===== config.mk =====
export PLATFORM = sky130hd
export DESIGN_NAME = stream_narrow_flat
export DESIGN_NICKNAME = d
export VERILOG_FILES = /design/src/rtl/stream_narrow_if.sv /design/src/rtl/stream_narrow.sv /design/src/flat_wrapper.sv
export SDC_FILE = /design/constraint.sdc
export NUM_CORES = 1
export LEC_CHECK = 0
export BUFFER_PORTS_ARGS = -buffer_cell sky130_fd_sc_hd__buf_2
export CAP_MARGIN = 10
export CORE_ASPECT_RATIO = 1.25
export CORE_MARGIN = 3
export CORE_UTILIZATION = 57
export DETAILED_ROUTE_END_ITERATION = 7
export PLACE_DENSITY_LB_ADDON = 0.25
export SYNTH_ARGS = -nofsm -noshare
export SYNTH_HDL_FRONTEND = slang
export SYNTH_SLANG_ARGS = --single-unit

===== constraint.sdc =====
create_clock -name clk -period 6 [get_ports clk]
set_input_delay 0 -clock clk [delete_from_list [all_inputs] [get_ports clk]]
set_output_delay 0 -clock clk [all_outputs]
set_load 0.03 [all_outputs]

===== src/rtl/stream_narrow_if.sv =====
// rtl/stream_narrow_if.sv - handshake bundle for the stream_narrow width down-converter
//
// Ports carried:
//   valid_i / ready_i / data_i / len_i   wide input word (RATIO sub-words of WIDTH bits, beat count)
//   valid_o / ready_o / data_o / idx_o   narrow output beat and its position in the group
//   last_o / tag_i / tag_o               only when STREAM_NARROW_LAST_EN is defined
// Modports: master = producer/consumer side, slave = the narrower itself.
interface stream_narrow_if #(
    parameter int WIDTH = 64,
    parameter int RATIO = 4,
    parameter int CW    = $clog2(RATIO + 1)
`ifdef STREAM_NARROW_LAST_EN
    ,
    parameter int TAGW  = 8
`endif
);
    logic                   valid_i;
    logic                   ready_i;
    logic [WIDTH*RATIO-1:0] data_i;
    logic [CW-1:0]          len_i;
    logic                   valid_o;
    logic                   ready_o;
    logic [WIDTH-1:0]       data_o;
    logic [CW-1:0]          idx_o;
`ifdef STREAM_NARROW_LAST_EN
    logic                   last_o;
    logic [TAGW-1:0]        tag_i;
    logic [TAGW-1:0]        tag_o;
`endif

    modport master (
        output valid_i, data_i, len_i, ready_o,
`ifdef STREAM_NARROW_LAST_EN
        output tag_i,
        input  last_o, tag_o,
`endif
        input  ready_i, valid_o, data_o, idx_o
    );

    modport slave (
        input  valid_i, data_i, len_i, ready_o,
`ifdef STREAM_NARROW_LAST_EN
        input  tag_i,
        output last_o, tag_o,
`endif
        output ready_i, valid_o, data_o, idx_o
    );
endinterface


===== src/rtl/stream_narrow.sv =====
// rtl/stream_narrow.sv - width down-converter: one wide word in, up to RATIO sub-words out
//
// Ports:
//   clk   clock
//   rstN  asynchronous active-low reset
//   s     stream_narrow_if.slave (input word valid/ready/data/len, output beat valid/ready/data/idx)
// Optional: define STREAM_NARROW_LAST_EN to add last_o and a tag_i -> tag_o passthrough.
module stream_narrow #(
    parameter int WIDTH     = 64,
    parameter int RATIO     = 4,
    parameter int MSB_FIRST = 0,
    parameter int CW        = $clog2(RATIO + 1)
`ifdef STREAM_NARROW_LAST_EN
    ,
    parameter int TAGW      = 8
`endif
) (
    input  logic           clk,
    input  logic           rstN,
    stream_narrow_if.slave s
);
    typedef enum logic {
        IDLE = 1'b0,
        EMIT = 1'b1
    } state_t;

    localparam logic [CW-1:0] RATIO_C = CW'(RATIO);

    state_t                 state, state_d;
    logic [CW-1:0]          cnt, cnt_d;
    logic [CW-1:0]          len_hold, len_eff, sel;
    logic [WIDTH*RATIO-1:0] data_hold;
    logic [WIDTH-1:0]       data_sel;
    logic                   valid_hold, last, load, accept;
`ifdef STREAM_NARROW_LAST_EN
    logic [TAGW-1:0]        tag_hold;
`endif

    // Out-of-range counts are folded to a full group so cnt can never run past RATIO-1.
    assign len_eff    = (s.len_i == '0 || s.len_i > RATIO_C) ? RATIO_C : s.len_i;
    assign valid_hold = (state == EMIT);
    assign last       = valid_hold && (cnt == len_hold - CW'(1));
    // Only the final beat of a group lets ready_o through to the upstream side.
    assign s.ready_i  = !valid_hold || (last && s.ready_o);
    assign accept     = s.valid_i && s.ready_i;

    always_comb begin
        state_d = state;
        cnt_d   = cnt;
        load    = 1'b0;
        case (state)
            IDLE: begin
                if (accept) begin
                    load    = 1'b1;
                    cnt_d   = '0;
                    state_d = EMIT;
                end
            end
            EMIT: begin
                if (s.ready_o) begin
                    if (!last) begin
                        cnt_d = cnt + CW'(1);
                    end else begin
                        cnt_d = '0;
                        if (accept) begin
                            load = 1'b1;
                        end else begin
                            state_d = IDLE;
                        end
                    end
                end
            end
            default: state_d = IDLE;
        endcase
    end

    always_ff @(posedge clk or negedge rstN) begin
        if (!rstN) begin
            state     <= IDLE;
            cnt       <= '0;
            len_hold  <= '0;
            data_hold <= '0;
`ifdef STREAM_NARROW_LAST_EN
            tag_hold  <= '0;
`endif
        end else begin
            state <= state_d;
            cnt   <= cnt_d;
            if (load) begin
                len_hold  <= len_eff;
                data_hold <= s.data_i;
`ifdef STREAM_NARROW_LAST_EN
                tag_hold  <= s.tag_i;
`endif
            end
        end
    end

    // Emission order is a pure relabelling of cnt; idx_o always counts up from 0.
    assign sel = (MSB_FIRST != 0) ? (RATIO_C - CW'(1) - cnt) : cnt;

    always_comb begin
        data_sel = '0;
        for (int k = 0; k < RATIO; k++) begin
            if (CW'(k) == sel) begin
                data_sel = data_hold[k*WIDTH +: WIDTH];
            end
        end
    end

    assign s.valid_o = valid_hold;
    assign s.data_o  = data_sel;
    assign s.idx_o   = cnt;
`ifdef STREAM_NARROW_LAST_EN
    assign s.last_o  = last;
    assign s.tag_o   = tag_hold;
`endif

    len_legal: assert property (@(posedge clk) disable iff (!rstN)
        (s.valid_i && s.ready_i) |-> (s.len_i != '0 && s.len_i <= RATIO_C));
endmodule

===== src/flat_wrapper.sv =====
// flat-port wrapper written by rule: the top's interface ports become plain ports
module stream_narrow_flat 
#(
    parameter int WIDTH     = 64,
    parameter int RATIO     = 4,
    parameter int MSB_FIRST = 0,
    parameter int CW        = $clog2(RATIO + 1)

)
  (clk, rstN, s_valid_i, s_data_i, s_len_i, s_ready_o, s_ready_i, s_valid_o, s_data_o, s_idx_o);
  stream_narrow_if #(.WIDTH(WIDTH), .RATIO(RATIO), .CW(CW)) s_i ();
  input  logic clk;
  input  logic rstN;
  input wire logic [$bits(s_i.valid_i)-1:0] s_valid_i;
  input wire logic [$bits(s_i.data_i)-1:0] s_data_i;
  input wire logic [$bits(s_i.len_i)-1:0] s_len_i;
  input wire logic [$bits(s_i.ready_o)-1:0] s_ready_o;
  output wire logic [$bits(s_i.ready_i)-1:0] s_ready_i;
  output wire logic [$bits(s_i.valid_o)-1:0] s_valid_o;
  output wire logic [$bits(s_i.data_o)-1:0] s_data_o;
  output wire logic [$bits(s_i.idx_o)-1:0] s_idx_o;
  assign s_i.valid_i = s_valid_i;
  assign s_i.data_i = s_data_i;
  assign s_i.len_i = s_len_i;
  assign s_i.ready_o = s_ready_o;
  assign s_ready_i = s_i.ready_i;
  assign s_valid_o = s_i.valid_o;
  assign s_data_o = s_i.data_o;
  assign s_idx_o = s_i.idx_o;
  stream_narrow #(.WIDTH(WIDTH), .RATIO(RATIO), .MSB_FIRST(MSB_FIRST), .CW(CW)) u_core (.clk(clk), .rstN(rstN), .s(s_i));
endmodule

==> flow_summary.json, run 1 <==
{
  "numCtsBuffers": 27,
  "critical_path.startpoint_type": "flip-flop",
  "hold_path.class": "input port to asynchronous set/reset pin",
  "track_usage": 0.3250,
  "synth_seq_area_share": 0.5344,
  "via_per_inst": 5.905,
  "regToRegSetupSlack_ps": 3160,
  "netlist_top_cells_count": "dfrtp_1, mux2_2, nand2b_1",
  "synth_area_leaders": "dfrtp_1, mux2_2, a32o_1",
  "rsz0062_at_grt": "false",
  "worstMarginPinSlew_ps": 1115,
  "io-pin-count": 332,
  "cts_resized": 0,
  "syn_avg_cell_area_um2": 13.82,
  "p_per_area_nw_per_um2": 580.3,
  "fmax_mhz": 288.5,
  "start_util": 0.5853,
  "netlist_instances": 891,
  "post-route-drc-count": 0,
  "slew_headroom": 0.2567,
  "required_ps": 6000,
  "vias": 10327,
  "root_buffer": "clkbuf_16",
  "drive_above_1_share": 0.4411,
  "setup_viol": 0,
  "pre_cts_ws_ps": 3173,
  "die_y_um": 170.3,
  "synth_cell_type_count": 25,
  "worst_slack_ps": 2533,
  "critPathKind": "flip-flop to output port",
  "grt-ovfl-total": 0,
  "cts_sinks": 263,
  "dieArea_um2": 23410,
  "rr_worst_depth": 6,
  "path_clk_slew_ps": 60,
  "finalWirelength_um": 39200,
  "yosys.area.top_type": "dfrtp_1",
  "run_status": "completed",
  "post_cts_buffers": 0,
  "setup_tns_ps": 0,
  "synth_ff_type": "dfrtp_1",
  "detail-route-antenna-nets": 0,
  "coreArea_um2": 21040,
  "ys_ff_latch": 263,
  "synth_top_cell_area_share": 0.5344,
  "cts_buffer_depth": 3,
  "synth.most_common_cell": "dfrtp_1",
  "grt_pass1_wl_um": 59960,
  "r2r-start": "u_core.len_hold[0]",
  "syn_area_um2": 12310,
  "max_cap_viol_count": 0,
  "area_delta_synth_final_pct": 43.01,
  "yosys_warnings": 0,
  "synth_fp_nets": 1161,
  "rows": 59,
  "grt_max_degree": 187,
  "clkLatencyLatePin_ps": 520,
  "slew_viol_final": 0,
  "r2r_end": "u_core.data_hold[175]",
  "drt_first_pass_iters": 4,
  "fin_nets": 1719,
  "portBuffers": 331,
  "p_leak_nw": 8.391,
  "cp_max_fo": 68,
  "grt_pass1_vias": 11355,
  "htreeDepth": 1,
  "antenna_found_initial": 5,
  "cts_tree": "built",
  "gp_congestion": 0.7915,
  "hold_viol": 0,
  "period_share": 0.5778,
  "synth_edf_count": 0,
  "peakVddDrop_mv": 0.4162,
  "post-route-min-period_ps": 3467,
  "drt_iter0_drc": 565,
  "dieWidth_um": 137.5,
  "hold_buffers": 265,
  "wl_per_cell_um": 22.41,
  "endpoint_kind": "output port",
  "place_hpwl_um": 20100,
  "async_flop_share": 1.000,
  "worstPathArrival_ps": 3470,
  "skew_ps": 12.86
}
==> final cells by class <==
cell class | count | area (um2)
fillers | 1029 | 3428
diodes | 6 | 15.01
well taps | 274 | 342.8
inverters | 8 | 30.03
multi-input cells | 544 | 5368
repair buffers | 605 | 4399
flip-flops and latches | 263 | 6581
clock buffers | 40 | 804.5
clock inverters | 9 | 70.07
==> state kept, by name (all words and copies together), names as in the netlist <==
signal	cells
u_core.data_hold	256
u_core.len_hold	3
u_core.s.idx_o	3
u_core.s.valid_o	1
==> layer usage <==
metal / part of all wire / track usage
met1: 0.36 / 0.3643
met2: 0.52 / 0.5712
met3: 0.071 / 0.07599
met4: 0.049 / 0.1680
met5: 0 / 0
==> kinds of logic after synthesis <==
group | count (synthesis) | share of synthesized area
compound gates | 134 | 0.1027
xor+xnor | 3 | 0.003353
fa+ha+maj | 7 | 0.007112
buf+inv | 84 | 0.03272
flops | 263 | 0.5344
mux | 259 | 0.2365
simple gates | 141 | 0.08311
==> through the flow <==
stage	instances	hold WS (ps)	util	power [mW]	area (um2)
floorplan	891	-295.6	-	6.933	12310
global placement	1429	138.7	0.6687	7.989	14070
detailed placement	1429	135.8	0.6687	8.141	14070
CTS	1743	182.5	0.8363	9.966	17600
global route	1748	215.9	0.8369	10.67	17610
finish	1749	132.8	0.8371	10.22	17610
==> layout by cell type (no fill, tap or decap), types with 3 or more instances in the layout <==
| master | n |
|---|---|
| a211o_1 | 64 |
| a32o_1 | 64 |
| and3b_1 | 64 |
| buf_2 | 330 |
| buf_4 | 8 |
| clkbuf_1 | 5 |
| clkbuf_16 | 27 |
| clkbuf_8 | 8 |
| clkinv_2 | 8 |
| dfrtp_1 | 263 |
| diode_2 | 6 |
| dlygate4sd3_1 | 265 |
| ha_1 | 3 |
| inv_1 | 8 |
| mux2_2 | 256 |
| mux2i_1 | 3 |
| nand2_1 | 3 |
| nand2b_1 | 66 |
| nand3_1 | 4 |
==> where the power goes <==
group          switching (mW)  leakage, nW  internal, mW
clock network           0.704        0.442         0.966
registers               0.552         3.16          2.70
logic                    2.82         4.79          2.48
==> worst max-delay path by stage <==
stage	cells after the start	slack, ps	startpoint	to
6_report	7	2530	u_core.s.idx_o[1]	s_data_o[29]
5_1_grt	7	2390	u_core.s.idx_o[1]	s_data_o[25]
4_1_cts	7	2590	u_core.s.idx_o[1]	s_data_o[18]
3_5_place_dp	7	3170	u_core.s.idx_o[1]	s_data_o[28]
3_3_place_gp	6	3250	u_core.len_hold[0]	u_core.data_hold[246]
2_1_floorplan	5	3640	u_core.s.idx_o[2]	u_core.data_hold[187]
==> critical path: stages (launching register included) <==
cell and delay, ps:
dfrtp_1 470, inv_1 150, ha_4 570, buf_4 660, and3b_1 260, a211o_1 290
a32o_1 280, buf_2 190
Power figures use the tool's default switching activity.
==> run 2: changes to the inputs <==
CORE_UTILIZATION = 53   (was 57)
clock period = 3.3 ns   (was 6 ns; I/O delays follow)
==> run 2 against run 1 <==
Net effect: combinational power is 85% higher; critical path depth stayed put; total power is 87% higher; setup slack worse by 2300 ps; clock-buffer cell count is 7 lower; routed wire length is 1.0% lower; utilization is 3.9 points lower; worst hold slack worse by 64 ps; highest routed layer unchanged.
==> flow_summary.json, run 2 (synthesis gave the netlist of run 1 again) <==
{
  "post-route-min-period_ps": 3041,
  "portBuffers": 331,
  "regArea_um2": 6581,
  "via_per_inst": 5.723,
  "gp_congestion": 0.7815,
  "run_status": "completed",
  "skew_ps": 12.53,
  "critPathLaunch": "u_core.s.idx_o[1]",
  "grt_pass1_wl_um": 60870,
  "detail-route-antenna-nets": 0,
  "setup_viol": 0,
  "dieArea_um2": 25110,
  "wl_per_cell_um": 21.95,
  "numCtsBuffers": 27,
  "required_ps": 3300,
  "track_usage": 0.3033,
  "drt_iter0_drc": 528,
  "cts_resized": 0,
  "r2r-start": "u_core.len_hold[0]",
  "finalWirelength_um": 38800,
  "root_buffer": "clkbuf_16",
  "period_share": 0.9215,
  "cts_buffer_depth": 3,
  "critPathKind": "flip-flop to output port",
  "antenna_found_initial": 5,
  "slew_headroom": 0.4089,
  "area_delta_synth_final_pct": 45.83,
  "path_cells": "inv_1, ha_4, buf_12, and3b_1, a211o_1, a32o_1, buf_2",
  "start_util": 0.5469,
  "fmax_mhz": 328.8,
  "rows": 61,
  "largest-register": "u_core.data_hold",
  "hold_path.class": "input port to asynchronous set/reset pin",
  "vias": 10118,
  "final_cell_mix": "buf_2, dlygate4sd3_1, dfrtp_1",
  "cts_tree": "built",
  "p_leak_nw": 8.533,
  "grt_max_degree": 87,
  "multi_input_area_um2": 5368,
  "worstPathArrival_ps": 3040,
  "cts_sinks": 263,
  "coreArea_um2": 22520,
  "crit_slowest_cell": "ha_4",
  "fin_nets": 1730,
  "peakVddDrop_mv": 0.8515,
  "rsz0062_at_grt": "false",
  "hold_viol": 0,
  "crit_family": "buffers and inverters",
  "worstMarginPinSlew_ps": 886.7,
  "post-route-drc-count": 0,
  "drt_first_pass_iters": 4,
  "drive_above_1_share": 0.4466,
  "critical-path-max-stage-delay_ps": 610,
  "dieWidth_um": 142.3,
  "largest_reg_flops": 256,
  "finalPower_mw": 19.10,
  "max_cap_viol_count": 0,
  "htreeDepth": 1,
  "path_clk_slew_ps": 60,
  "critical_path.startpoint_type": "flip-flop",
  "grt-ovfl-total": 0,
  "clkLatencyLatePin_ps": 520,
  "p_per_area_nw_per_um2": 1064,
  "grt_pass1_vias": 11552,
  "place_hpwl_um": 20430,
  "final_common_cell": "buf_2",
  "die_y_um": 176.4,
  "cp_max_fo": 60,
  "slew_viol_final": 0,
  "endpoint_kind": "output port",
  "io-pin-count": 332,
  "final.fill_count": 1214,
  "crit_buf_inv": 3,
  "setup_tns_ps": 0
}
[run 2: changes by cell type in the layout (fill, tap and decap cells not counted), sizes merged]
cell      change
bufinv        +6
clkinvlp      +1
inv           +1
diode         -1
clkinv        -1
clkbuf        -7
buf          +11
[run 2: power breakdown]
part	total [mW]	switching (mW)	internal [mW]
combinational	9.83	5.15	4.67
sequential	5.87	0.963	4.90
clock	3.41	1.29	2.12
[run 2: path summary, 6_finish.rpt]
| kind | end | slack, ps | cells past startpoint |
|---|---|---|---|
| hold reg to reg | u_core.data_hold[128] | 500 | 1 |
| hold / removal | u_core.data_hold[118] | 70 | 2 |
| setup / recovery | s_data_o[33] | 260 | 7 |
| max in group asynchronous | u_core.data_hold[144] | 2360 | 3 |
| setup reg to reg | u_core.data_hold[130] | 730 | 7 |
| min in group clk | u_core.data_hold[37] | 240 | 3 |
[run 2: final cells by class]
cell class,count,area share
tap,283,0.01972
clock inverter,16,0.01477
clock buffer,33,0.04055
inverter,8,0.001672
antenna,5,0.0006967
timing repair buffer,616,0.2572
sequential,263,0.3665
multi-input combinational,544,0.2989
[run 2: timing repair]
| item | in CTS | in global routing |
|---|---|---|
| hold endpoints to repair | 345 | 0 |
| hold buffers | 265 | 0 |
| setup buffers | 0 | 0 |
[run 2: through the flow]
step	setup WS, ps	cells	cell area [um2]	utilization	hold slack (ps)
final	259.0	1768	17960	0.7976	69.12
after CTS	283.3	1763	17950	0.7971	88.85
after floorplan	936.9	891	12310	-	-295.6
after global placement	828.3	1449	14300	0.6351	49.81
after detailed placement	744.9	1449	14300	0.6351	45.72
after global routing	103.1	1768	17960	0.7976	125.4
[run 2: metal layers]
metal	global-route usage	routed length, um	vias to the layer above	share of wire
li1	-	-	4474	-
met1	0.3541	14590	5116	0.38
met2	0.5478	20590	422	0.53
met3	0.04985	2068	106	0.053
met4	0.1300	1561	0	0.040
met5	0	0	-	0
==> run 3: changes to the inputs <==
CAP_MARGIN = 20   (was 10)
CORE_ASPECT_RATIO = unset   (was 1.25)
==> run 3 against run 2 <==
Net effect: utilization shrank 1.4 points; fmax increased by 0.30%; die area about the same; combinational power down 2.1%; global-route usage down 1.7 points; critical path type unchanged; worst hold slack improved by 29 ps; clock power shrank 11%; via count fell by 2.0%; setup slack better by 9.1 ps.
==> flow_summary.json, run 3 (synthesis gave the netlist of run 1 again) <==
{
  "largest-register": "u_core.data_hold",
  "cts_resized": 0,
  "grt_pass1_vias": 10784,
  "fin_nets": 1727,
  "critical-path-max-stage-delay_ps": 570,
  "numCtsBuffers": 28,
  "finalWirelength_um": 37140,
  "use_met3": 0.05409,
  "htreeDepth": 1,
  "setup_tns_ps": 0,
  "p_leak_nw": 8.454,
  "hold_viol": 0,
  "hold_path.class": "input port to asynchronous set/reset pin",
  "drt_iter0_drc": 571,
  "via_per_inst": 5.607,
  "clkLatencyLatePin_ps": 530,
  "place_hpwl_um": 20140,
  "rr_worst_depth": 6,
  "area_delta_synth_final_pct": 44.42,
  "finalPower_mw": 18.46,
  "place_area_um2": 14230,
  "path_clk_slew_ps": 60,
  "fmax_mhz": 329.8,
  "peakVddDrop_mv": 0.8691,
  "cts_buffer_depth": 3,
  "run_status": "completed",
  "start_util": 0.5423,
  "slew_viol_final": 0,
  "critical_path.startpoint_type": "flip-flop",
  "track_usage": 0.2868,
  "final_cell_mix": "buf_2, dlygate4sd3_1, dfrtp_1",
  "detail-route-antenna-nets": 0,
  "slew_headroom": 0.4187,
  "root_buffer": "clkbuf_16",
  "max_cap_viol_count": 0,
  "drt_first_pass_iters": 5,
  "portBuffers": 331,
  "vias": 9918,
  "dieArea_um2": 25100,
  "path_cells": "inv_1, ha_4, buf_4, and3b_1, a211o_1, a32o_1, buf_2",
  "io-pin-count": 332,
  "rows": 55,
  "crit_slowest_cell": "ha_4",
  "dp.cells": 1447,
  "drive_above_1_share": 0.4417,
  "required_ps": 3300,
  "largest_reg_flops": 256,
  "final_area_um2": 17780,
  "post_cts_buffers": 0,
  "grt_pass1_wl_um": 57190,
  "coreArea_um2": 22710,
  "worst_slack_ps": 268.1,
  "die_y_um": 158.4,
  "final_common_cell": "buf_2",
  "hold_slack_ps": 98.04,
  "p_per_area_nw_per_um2": 1038,
  "grt_busiest_layer": "met2",
  "cp_max_fo": 58,
  "grt_max_degree": 97,
  "pre_cts_ws_ps": 722.4,
  "critPathKind": "flip-flop to output port",
  "endpoint_kind": "output port",
  "antenna_found_initial": 4,
  "utilization": 0.7831,
  "cts_sinks": 263,
  "dieWidth_um": 158.4,
  "worstMarginPinSlew_ps": 871.9,
  "post-route-drc-count": 0,
  "setup_viol": 0,
  "grt.met2_usage": 0.5172,
  "grt_use_met1": 0.3455,
  "gp_congestion": 0.7635,
  "cts_tree": "built",
  "final_cells": 1769,
  "skew_ps": 10.20,
  "rsz0062_at_grt": "false",
  "post-route-min-period_ps": 3032,
  "wl_per_cell_um": 21.00,
  "period_share": 0.9188,
  "worstPathArrival_ps": 3030,
  "grt-ovfl-total": 0
}
==> run 3: changes by cell type in the layout (fill, tap and decap cells not counted), sizes merged <==
cell,before,now
diode,5,8
clkbuf,33,44
clkinvlp,1,0
inv,9,8
buf,351,347
clkinv,7,5
bufinv,7,0
==> run 3: worst paths after layout <==
path                                        from                     to  slack (ps)
max                            u_core.s.idx_o[1]            s_data_o[7]         270
min                                         rstN  u_core.data_hold[247]         100
max reg2reg                   u_core.len_hold[0]  u_core.data_hold[190]         630
min reg2reg                u_core.data_hold[143]  u_core.data_hold[143]         500
max in group asynchronous                   rstN   u_core.data_hold[45]        2230
min in group clk                    s_data_i[33]   u_core.data_hold[33]         230
==> run 3: layout make-up <==
type,count,area (um2)
Timing Repair Buffer,612,4552
Clock inverter,5,25.02
Fill cell,1330,4925
Multi-Input combinational cell,544,5368
Clock buffer,44,852.1
Tap cell,285,356.6
Inverter,8,30.03
Sequential cell,263,6581
Antenna cell,8,20.02
==> run 3: where the power goes <==
group / leakage (nW) / internal, mW / total, mW / switching, mW
Sequential: 3.16 / 4.90 / 5.82 / 0.914
Clock: 0.437 / 1.76 / 3.02 / 1.27
Combinational: 4.86 / 4.61 / 9.62 / 5.01
Total: 8.45 / 11.3 / 18.5 / 7.19
==> run 3: repair_timing <==
item,CTS,global route
hold buffers,265,0
setup endpoints to repair,0,0
endpoints found under the hold margin,354,0
==> run 3: critical path: cells and delay by family (launching register included) <==
kind | cells | cell delay [ps]
compound gates | 2 | 570
fa+ha+maj | 1 | 570
simple gates | 1 | 200
flops | 1 | 470
buf+inv | 3 | 670
==> run 3: routing by layer <==
| layer | wire [um] | part of all wire | vias to the layer above |
|---|---|---|---|
| met3 | 2250 | 0.061 | 89 |
| met5 | 0 | 0 | - |
| met4 | 1297 | 0.035 | 0 |
| met1 | 14390 | 0.39 | 5011 |
| met2 | 19210 | 0.52 | 365 |
| li1 | - | - | 4453 |
